**src/rtl/mem_bus_arbiter_if.sv**
```systemverilog
// mem_bus_arbiter_if
// Groups every handshake and bus signal of the memory bus arbiter.
//   Fetch port : if_ce_i, if_addr_i -> if_data_o, if_ready_o
//   Data port  : mem_ce_i, mem_we_i, mem_addr_i, mem_sel_i, mem_data_i -> mem_data_o, mem_ready_o
//   Pipeline   : stall_o
//   SRAM bus   : bus_ce_o, bus_we_o, bus_addr_o, bus_sel_o, bus_data_o <- bus_data_i
// The slave modport is the arbiter's view; master is the core + SRAM side.
interface mem_bus_arbiter_if;
  logic        if_ce_i;
  logic [31:0] if_addr_i;
  logic [31:0] if_data_o;
  logic        if_ready_o;

  logic        mem_ce_i;
  logic        mem_we_i;
  logic [31:0] mem_addr_i;
  logic [3:0]  mem_sel_i;
  logic [31:0] mem_data_i;
  logic [31:0] mem_data_o;
  logic        mem_ready_o;

  logic        stall_o;

  logic        bus_ce_o;
  logic        bus_we_o;
  logic [31:0] bus_addr_o;
  logic [3:0]  bus_sel_o;
  logic [31:0] bus_data_o;
  logic [31:0] bus_data_i;

  modport slave (
    input  if_ce_i, if_addr_i,
    output if_data_o, if_ready_o,
    input  mem_ce_i, mem_we_i, mem_addr_i, mem_sel_i, mem_data_i,
    output mem_data_o, mem_ready_o,
    output stall_o,
    output bus_ce_o, bus_we_o, bus_addr_o, bus_sel_o, bus_data_o,
    input  bus_data_i
  );

  modport master (
    output if_ce_i, if_addr_i,
    input  if_data_o, if_ready_o,
    output mem_ce_i, mem_we_i, mem_addr_i, mem_sel_i, mem_data_i,
    input  mem_data_o, mem_ready_o,
    input  stall_o,
    input  bus_ce_o, bus_we_o, bus_addr_o, bus_sel_o, bus_data_o,
    output bus_data_i
  );
endinterface

```
**src/rtl/mem_bus_arbiter.sv**
```systemverilog
// mem_bus_arbiter
// Shares one single-ported multi-cycle SRAM bus between the instruction
// fetch port and the data port. Data has fixed priority over fetch. Each
// access is latched into bus registers, held for WAIT_CYCLES cycles, and
// completed with a one-cycle ready pulse on the granted port.
// Ports:
//   clk  - rising-edge clock
//   rst  - asynchronous active-low reset
//   io   - mem_bus_arbiter_if.slave (fetch, data, stall and SRAM bus signals)
// WAIT_CYCLES must lie in 1..15 (the wait counter is 4 bits wide).
module mem_bus_arbiter #(
  parameter int unsigned WAIT_CYCLES = 2
) (
  input  logic               clk,
  input  logic               rst,
  mem_bus_arbiter_if.slave   io
);

  typedef enum logic [1:0] {
    IDLE,
    DATA_ACC,
    INST_ACC
  } state_e;

  localparam logic [3:0] CNT_LOAD = 4'(WAIT_CYCLES - 1);

  state_e      state_q, state_d;
  logic [3:0]  cnt_q, cnt_d;
  logic        busCe_q, busCe_d;
  logic        busWe_q, busWe_d;
  logic [31:0] busAddr_q, busAddr_d;
  logic [3:0]  busSel_q, busSel_d;
  logic [31:0] busWdata_q, busWdata_d;
  logic [31:0] ifData_q, ifData_d;
  logic        ifReady_q, ifReady_d;
  logic [31:0] memData_q, memData_d;
  logic        memReady_q, memReady_d;

  logic dataElig;
  logic instElig;

  // A port whose ready is high this cycle still shows its old request;
  // masking it prevents granting the same access twice.
  assign dataElig = io.mem_ce_i & ~memReady_q;
  assign instElig = io.if_ce_i  & ~ifReady_q;

  // Next-state logic: grant in IDLE, count down in the access states and
  // complete when the counter reaches zero. Bus registers are cleared on
  // completion so the bus reads all-zero whenever the FSM is idle.
  always_comb begin
    state_d    = state_q;
    cnt_d      = cnt_q;
    busCe_d    = busCe_q;
    busWe_d    = busWe_q;
    busAddr_d  = busAddr_q;
    busSel_d   = busSel_q;
    busWdata_d = busWdata_q;
    ifData_d   = ifData_q;
    memData_d  = memData_q;
    ifReady_d  = 1'b0;
    memReady_d = 1'b0;

    case (state_q)
      IDLE: begin
        if (dataElig) begin
          state_d    = DATA_ACC;
          cnt_d      = CNT_LOAD;
          busCe_d    = 1'b1;
          busWe_d    = io.mem_we_i;
          busAddr_d  = io.mem_addr_i;
          busSel_d   = io.mem_sel_i;
          busWdata_d = io.mem_data_i;
        end else if (instElig) begin
          state_d    = INST_ACC;
          cnt_d      = CNT_LOAD;
          busCe_d    = 1'b1;
          busWe_d    = 1'b0;
          busAddr_d  = io.if_addr_i;
          busSel_d   = 4'b1111;
          busWdata_d = 32'd0;
        end
      end

      DATA_ACC, INST_ACC: begin
        if (cnt_q == 4'd0) begin
          state_d    = IDLE;
          busCe_d    = 1'b0;
          busWe_d    = 1'b0;
          busAddr_d  = 32'd0;
          busSel_d   = 4'd0;
          busWdata_d = 32'd0;
          if (state_q == DATA_ACC) begin
            memData_d  = busWe_q ? 32'd0 : io.bus_data_i;
            memReady_d = 1'b1;
          end else begin
            ifData_d  = io.bus_data_i;
            ifReady_d = 1'b1;
          end
        end else begin
          cnt_d = cnt_q - 4'd1;
        end
      end

      default: begin
        state_d = IDLE;
      end
    endcase
  end

  // State and output registers; reset abandons any in-flight access.
  always_ff @(posedge clk or negedge rst) begin
    if (!rst) begin
      state_q    <= IDLE;
      cnt_q      <= 4'd0;
      busCe_q    <= 1'b0;
      busWe_q    <= 1'b0;
      busAddr_q  <= 32'd0;
      busSel_q   <= 4'd0;
      busWdata_q <= 32'd0;
      ifData_q   <= 32'd0;
      ifReady_q  <= 1'b0;
      memData_q  <= 32'd0;
      memReady_q <= 1'b0;
    end else begin
      state_q    <= state_d;
      cnt_q      <= cnt_d;
      busCe_q    <= busCe_d;
      busWe_q    <= busWe_d;
      busAddr_q  <= busAddr_d;
      busSel_q   <= busSel_d;
      busWdata_q <= busWdata_d;
      ifData_q   <= ifData_d;
      ifReady_q  <= ifReady_d;
      memData_q  <= memData_d;
      memReady_q <= memReady_d;
    end
  end

  assign io.bus_ce_o    = busCe_q;
  assign io.bus_we_o    = busWe_q;
  assign io.bus_addr_o  = busAddr_q;
  assign io.bus_sel_o   = busSel_q;
  assign io.bus_data_o  = busWdata_q;
  assign io.if_data_o   = ifData_q;
  assign io.if_ready_o  = ifReady_q;
  assign io.mem_data_o  = memData_q;
  assign io.mem_ready_o = memReady_q;

  // Stall is combinational so the pipeline freezes in the same cycle a
  // request appears and releases in the ready cycle.
  assign io.stall_o = (io.if_ce_i & ~ifReady_q) | (io.mem_ce_i & ~memReady_q);

endmodule

```
**src/flat_wrapper.sv**
```systemverilog
// flat-port wrapper written by rule: the top's interface ports become plain ports
module mem_bus_arbiter_flat 
#(
  parameter int unsigned WAIT_CYCLES = 2
)
  (clk, rst, io_if_ce_i, io_if_addr_i, io_if_data_o, io_if_ready_o, io_mem_ce_i, io_mem_we_i, io_mem_addr_i, io_mem_sel_i, io_mem_data_i, io_mem_data_o, io_mem_ready_o, io_stall_o, io_bus_ce_o, io_bus_we_o, io_bus_addr_o, io_bus_sel_o, io_bus_data_o, io_bus_data_i);
  mem_bus_arbiter_if io_i ();
  input  logic clk;
  input  logic rst;
  input wire logic [$bits(io_i.if_ce_i)-1:0] io_if_ce_i;
  input wire logic [$bits(io_i.if_addr_i)-1:0] io_if_addr_i;
  output wire logic [$bits(io_i.if_data_o)-1:0] io_if_data_o;
  output wire logic [$bits(io_i.if_ready_o)-1:0] io_if_ready_o;
  input wire logic [$bits(io_i.mem_ce_i)-1:0] io_mem_ce_i;
  input wire logic [$bits(io_i.mem_we_i)-1:0] io_mem_we_i;
  input wire logic [$bits(io_i.mem_addr_i)-1:0] io_mem_addr_i;
  input wire logic [$bits(io_i.mem_sel_i)-1:0] io_mem_sel_i;
  input wire logic [$bits(io_i.mem_data_i)-1:0] io_mem_data_i;
  output wire logic [$bits(io_i.mem_data_o)-1:0] io_mem_data_o;
  output wire logic [$bits(io_i.mem_ready_o)-1:0] io_mem_ready_o;
  output wire logic [$bits(io_i.stall_o)-1:0] io_stall_o;
  output wire logic [$bits(io_i.bus_ce_o)-1:0] io_bus_ce_o;
  output wire logic [$bits(io_i.bus_we_o)-1:0] io_bus_we_o;
  output wire logic [$bits(io_i.bus_addr_o)-1:0] io_bus_addr_o;
  output wire logic [$bits(io_i.bus_sel_o)-1:0] io_bus_sel_o;
  output wire logic [$bits(io_i.bus_data_o)-1:0] io_bus_data_o;
  input wire logic [$bits(io_i.bus_data_i)-1:0] io_bus_data_i;
  assign io_i.if_ce_i = io_if_ce_i;
  assign io_i.if_addr_i = io_if_addr_i;
  assign io_if_data_o = io_i.if_data_o;
  assign io_if_ready_o = io_i.if_ready_o;
  assign io_i.mem_ce_i = io_mem_ce_i;
  assign io_i.mem_we_i = io_mem_we_i;
  assign io_i.mem_addr_i = io_mem_addr_i;
  assign io_i.mem_sel_i = io_mem_sel_i;
  assign io_i.mem_data_i = io_mem_data_i;
  assign io_mem_data_o = io_i.mem_data_o;
  assign io_mem_ready_o = io_i.mem_ready_o;
  assign io_stall_o = io_i.stall_o;
  assign io_bus_ce_o = io_i.bus_ce_o;
  assign io_bus_we_o = io_i.bus_we_o;
  assign io_bus_addr_o = io_i.bus_addr_o;
  assign io_bus_sel_o = io_i.bus_sel_o;
  assign io_bus_data_o = io_i.bus_data_o;
  assign io_i.bus_data_i = io_bus_data_i;
  mem_bus_arbiter #(.WAIT_CYCLES(WAIT_CYCLES)) u_core (.clk(clk), .rst(rst), .io(io_i));
endmodule
```
**config.mk**
```make
export PLATFORM = sky130hd
export DESIGN_NAME = mem_bus_arbiter_flat
export DESIGN_NICKNAME = d
export VERILOG_FILES = /design/src/rtl/mem_bus_arbiter_if.sv /design/src/rtl/mem_bus_arbiter.sv /design/src/flat_wrapper.sv
export SDC_FILE = /design/constraint.sdc
export NUM_CORES = 1
export LEC_CHECK = 0
export ABC_AREA = 0
export BUFFER_PORTS_ARGS = -buffer_cell sky130_fd_sc_hd__clkbuf_2
export CAP_MARGIN = 25
export CORE_MARGIN = 8
export CORE_UTILIZATION = 42
export DETAILED_ROUTE_END_ITERATION = 8
export GPL_TIMING_DRIVEN = 0
export MAX_ROUTING_LAYER = met4
export PLACE_DENSITY = 0.76
export SKIP_LAST_GASP = 1
export SLEW_MARGIN = 20
export SYNTH_ARGS = -nofsm -noshare
export SYNTH_HDL_FRONTEND = slang
export SYNTH_SLANG_ARGS = --single-unit
```
**constraint.sdc**
```tcl
create_clock -name clk -period 1.9 [get_ports clk]
set_clock_uncertainty 0.2 [all_clocks]
set_input_delay 0.19 -clock clk [delete_from_list [all_inputs] [get_ports clk]]
set_output_delay 0.19 -clock clk [all_outputs]
set_load 0.01 [all_outputs]
```
After elaboration in Yosys (flattened, before gate mapping) --
Cells that the tools add are included.
Operators by class: add/subtract/negate cells 1, eq/ne operators 5, mux-type cells 33, bitwise gates (word level) 6, reductions and logical operators 9
Operator list (count):
- 32-bit two-way mux | 6
- 32-bit one-hot mux with 2 select lines | 2
- 4-bit two-way mux | 6
- 4-bit one-hot mux with 2 select lines | 2
- 3-bit AND reduction | 4
- 1-bit two-way mux | 11
- 2-bit two-way mux | 3
- 4-bit zero test | 1
- 1-bit one-hot mux with 2 select lines | 2
- 2-bit one-hot mux with 2 select lines | 1
- 4-bit by 1-bit subtractor with 4-bit output, second input constant | 1
- 3-bit by 1-bit != test with 1-bit output, second input constant | 1
- 1-bit inverter | 3
- 1-bit AND | 2
- 2-bit by 1-bit == test with 1-bit output, second input constant | 1
- 2-bit == test, second input constant | 1
- 2-bit zero test | 1
- 2-bit by 1-bit != test with 1-bit output, second input constant | 1
- 2-bit != test, second input constant | 1
- 2-bit AND reduction | 1
- 2-bit nonzero test | 1
- 2-bit OR reduction | 1
- 1-bit OR | 1
Word-level totals: register bits 142, input bits 137, output and inout bits 137, logic and storage cells 65

Logic depth before layout (Yosys ltp) --
depth in word-level cells 5, mapped depth 7, depth with buffers taken out 6

Worst setup path before layout --
No wires, ideal clock.
path kind register -> register, from register u_core.state_q[0], to register u_core.busAddr_q[10] (netlist: u_core.io.bus_addr_o[10]), library setup time 0.132 ns, arrival time 1.687 ns, required time 1.568 ns, setup slack -0.119 ns, cell stages (with the launch flop) 8, path buffers 3, period minus slack after synthesis 2.019 ns, cells stage by stage dfrtp_1 -> inv_1 -> ha_1 -> clkbuf_1 -> nand2b_1 -> buf_2 -> clkbuf_1 -> o2bb2ai_1
Between the ends: cells in the longest elaborated chain, start to end 4, elaborated cells on any way between the ends 9, classes of those cells 4 x eq/ne; 1 x mux; 4 x reduce/logical
RTL lines:
- from (decl) | RTL line mem_bus_arbiter.sv:27 | state_e state_q, state_d;
- from (signal assigned) | RTL line mem_bus_arbiter.sv:125 | state_q <= state_d;
- 2-bit == test / 2-bit by 1-bit == test with 1-bit output (equally long branches) | RTL line mem_bus_arbiter.sv:63 | case (state_q)
- 2-bit OR reduction | RTL line mem_bus_arbiter.sv:63
- 2-bit by 1-bit != test with 1-bit output (no source line) / 2-bit nonzero test (equally long branches)
- 3-bit AND reduction (no source line)
- to (signal assigned) | RTL line mem_bus_arbiter.sv:129 | busAddr_q <= busAddr_d;
- to (decl) | RTL line mem_bus_arbiter.sv:31 | logic [31:0] busAddr_q, busAddr_d;
Parallel ways exist; a longest one is shown, timed or not. A chain may end at the register's enable or synchronous reset.

Final worst setup path --
from register u_core.state_q[0], to register u_core.busAddr_q[29] (netlist: u_core.io.bus_addr_o[29])
Same word-level chain as after synthesis.

==> out/qor.txt <==
Outcome -> finished, violations left
Failing checks -> negative setup slack
Antenna Nets Post-Route -> 0
Sw frac -> 37.97%
Crit path cell chain -> buf_4 -> ha_4 -> a31oi_4 -> nand2b_1 -> buf_4 -> buf_4 -> o2bb2ai_1
Synth Cell Area -> 0.005867 sq mm
Reg2reg path depth -> 7
Die width -> 134.2 um
Site Rows -> 43
I/O pins -> 274
GR met3 Demand/Resource -> 6.769%
Pleak -> 5.159 nW
First-pass GRT wire length -> 34.90 mm
Share of the synthesized area in the top cell type -> 60.57%
Slew headroom -> 62.68%
Post-layout min period -> 1.966 ns
Most common cell in the synthesized netlist -> dfrtp_1
Critical path launch point type -> flip-flop
GRT Total Usage -> 25.39%
WL/cell -> 20.48 um
Post-Place Cells -> 910
Mux cell area share after synthesis -> 11.60%
Synth top cells by count -> dfrtp_1 (142), nand2_1 (37), o2bb2ai_1 (37)
Max-slew violations -> 0
Number of buffers created by CTS -> 17
Worst endpoint required time -> 2.03 ns
Post-DP HPWL -> 13.14 mm
DRC Markers -> 0
Synthesis-to-layout area growth -> 74.39%
1st-iter DRT viols -> 242
Largest area contributor in the netlist -> dfrtp_1
Post-synthesis compound-gate area fraction -> 14.97%
VDD IR max -> 0.9676 mV
Starting Density -> 42.60%
Clock transition at path regs -> 0.06 ns
WHS -> 0.1304 ns
Top FF cell, synth -> dfrtp_1
Switching Power -> 0.006243 W
CTS tree -> built
Ys Warns -> 0
Core Region -> 0.01377 sq mm
Setup TNS -> -0.8131 ns
Hold Vio Cnt, Final -> 0
Crit path arrival time -> 2.10 ns
Most used routing layer -> met2
Total congestion overflow -> 0
Final setup viols -> 56
Area after DPL -> 0.007512 sq mm
Skew-Pair Late Insertion Delay -> 0.42 ns
Worst Path Max Fanout -> 10
DR pass1 iterations -> 4
Main combinational cell family by area after synthesis -> compound AO/OA/AOI/OAI gates
Root Buffer -> clkbuf_16
Sequential share of power -> 32.7%
Clk buf depth -> 2
Fin util -> 74.28%
Top area cells in the synthesized netlist -> dfrtp_1 (61%), o2bb2ai_1 (5.5%), mux2i_1 (5.5%)
Internal -> 0.01020 W
Pwr Density -> 1607 mW/mm^2
Cells after Synth -> 456
Cell family with most CP delay -> buffers and inverters
CTS Sinks -> 142
Largest net degree at the start of global routing -> 75
Vias -> 5826
Slowest-stage cell, CP -> dfrtp_1
Tightest Hold Check Type -> primary input to async pin
H-tree depth -> 4
Die Area -> 0.01801 sq mm
CP endpoint kind -> flip-flop
GP Congestion -> 0.8149
Worst-margin pin slew -> 0.5597 ns
M1 GR Usage -> 26.11%
Synth Area in Simple Gates -> 8.339%
Max_cap viols -> 0
Number of library cell types mapped by synthesis -> 35
Share of post-route cells with drive strength above 1 -> 46.32%
Final Cell Area -> 0.01023 sq mm
Synth Area in XOR/XNOR -> 0%
Synthesized net count -> 599
Port Buffers -> 273
Final WL -> 22.65 mm
Fraction of registers with async set/reset -> 100.0%
Antenna violations before repair -> 2
Die Y-Extent -> 134.2 um
RSZ-0062 raised after global routing -> yes
Worst path most repeated cell -> buf_4
Adder-cell area share of the yosys netlist -> 1.280%
Critical path class -> flip-flop to flip-flop
Yosys reg bits -> 142
PnR worst setup slack -> -0.06588 ns
Post-layout nets -> 1054
Vias in the first global route -> 6588
Fin crit share -> 103.5%
Met2 usage -> 42.26%
Combinational group share of total power -> 47.9%
Max Fclk -> 0.5087 GHz
CP peak stage delay -> 0.39 ns
Number of synthesized flops with an enable pin -> 0
Post-Layout Cell Count -> 1106
Crit path buf inv count -> 3
Vias/cell -> 5.268
Sequential fraction of the synthesis area -> 60.57%
Syn_area_per_cell -> 12.87 sq um
Stages on the worst setup path -> 7
FILL cells -> 882
Clock power share -> 19.4%
==> metrics by stage <==
stage	setup slack [ns]	power, W
after global placement	-1.743	0.01085
after floorplan	-0.03814	0.008563
final	-0.06588	0.01644
after CTS	-0.07452	0.01548
after detailed placement	-0.3527	0.01116
after global routing	-0.1288	0.01734
==> area by class of cell <==
class	count	area, sq um	share of cell area [%]
sequential	142	3553	34.73
timing repair buffer	439	3098	30.28
multi-input combinational	275	2467	24.12
clock buffer	22	484.2	4.733
buffer	30	287.8	2.813
tap	180	225.2	2.201
clock inverter	10	87.58	0.8561
inverter	6	22.52	0.2201
antenna	2	5.005	0.04892
==> cell families (layout without fill, tap and decap cells) <==
| family | Yosys count | count (layout) |
|---|---|---|
| flip-flops | 142 | 142 |
| AO/OA/AOI/OAI | 115 | 115 |
| AND/OR/NAND/NOR | 90 | 90 |
| multiplexers | 64 | 64 |
| buffers and inverters | 39 | 507 |
| adder cells (fa/ha/maj) | 6 | 6 |
| other | 0 | 2 |
==> worst register-to-register path: stages, from the launching register on <==
cell and delay, ns:
dfrtp_1 0.39, buf_4 0.17, ha_4 0.18, a31oi_4 0.25, nand2b_1 0.12, buf_4 0.19, buf_4 0.19, o2bb2ai_1 0.20
==> power groups by stage <==
stage / Combinational [W] / Sequential [W] / Clock (W)
2_1_floorplan: 0.00283 / 0.00574 / 0
3_3_place_gp: 0.00567 / 0.00518 / 0
3_5_place_dp: 0.00591 / 0.00524 / 0
4_1_cts: 0.00703 / 0.00524 / 0.00321
5_1_grt: 0.00849 / 0.00549 / 0.00336
6_report: 0.00788 / 0.00537 / 0.00319
==> final timing paths <==
| path | from | end | slack [ns] |
|---|---|---|---|
| setup / recovery | u_core.state_q[0] | u_core.io.bus_addr_o[29] | -0.07 |
| min in group clk | u_core.io.mem_data_o[18] | u_core.io.mem_data_o[18] | 0.28 |
| setup reg to reg | u_core.state_q[0] | u_core.io.bus_addr_o[29] | -0.07 |
| hold reg to reg | u_core.io.mem_data_o[18] | u_core.io.mem_data_o[18] | 0.28 |
| max in group asynchronous | rst | u_core.io.bus_data_o[8] | 0.62 |
| hold / removal | rst | u_core.io.if_data_o[4] | 0.13 |
==> state kept, by name (all words and copies together), names as in the netlist <==
signal / cells
u_core.io.mem_ready_o: 1
u_core.state_q: 2
u_core.io.bus_addr_o: 32
u_core.io.bus_we_o: 1
u_core.io.bus_ce_o: 1
u_core.io.if_data_o: 32
u_core.io.bus_data_o: 32
u_core.io.if_ready_o: 1
u_core.io.mem_data_o: 32
u_core.cnt_q: 4
u_core.io.bus_sel_o: 4
==> metal layers <==
| layer | share of wire (%) | wire, um | up-vias |
|---|---|---|---|
| met1 | 36 | 8055 | 2846 |
| met3 | 6.7 | 1526 | 116 |
| met2 | 53 | 11950 | 315 |
| li1 | - | - | 2549 |
| met4 | 5.0 | 1124 | 0 |
| met5 | 0 | 0 | - |
==> what timing repair did <==
item	CTS	global route
endpoints found under the setup margin	136	135
buffers inserted	20	8
hold buffers	136	0
gates resized for setup	79	74
pin swaps	2	5
cloned	3	0
endpoints found under the hold margin	203	0
==> layout by cell type, fill, tap and decap left out, types with 12 or more instances in the layout <==
cell,instances
clkbuf_16,17
buf_4,25
clkbuf_2,274
nand2_1,35
dfrtp_1,142
o2bb2ai_1,23
nand2b_1,33
o21ai_0,24
o2bb2ai_2,12
mux2_4,30
mux2i_1,31
dlygate4sd3_1,136
a22o_1,34
(Power assumes the default switching activity.)
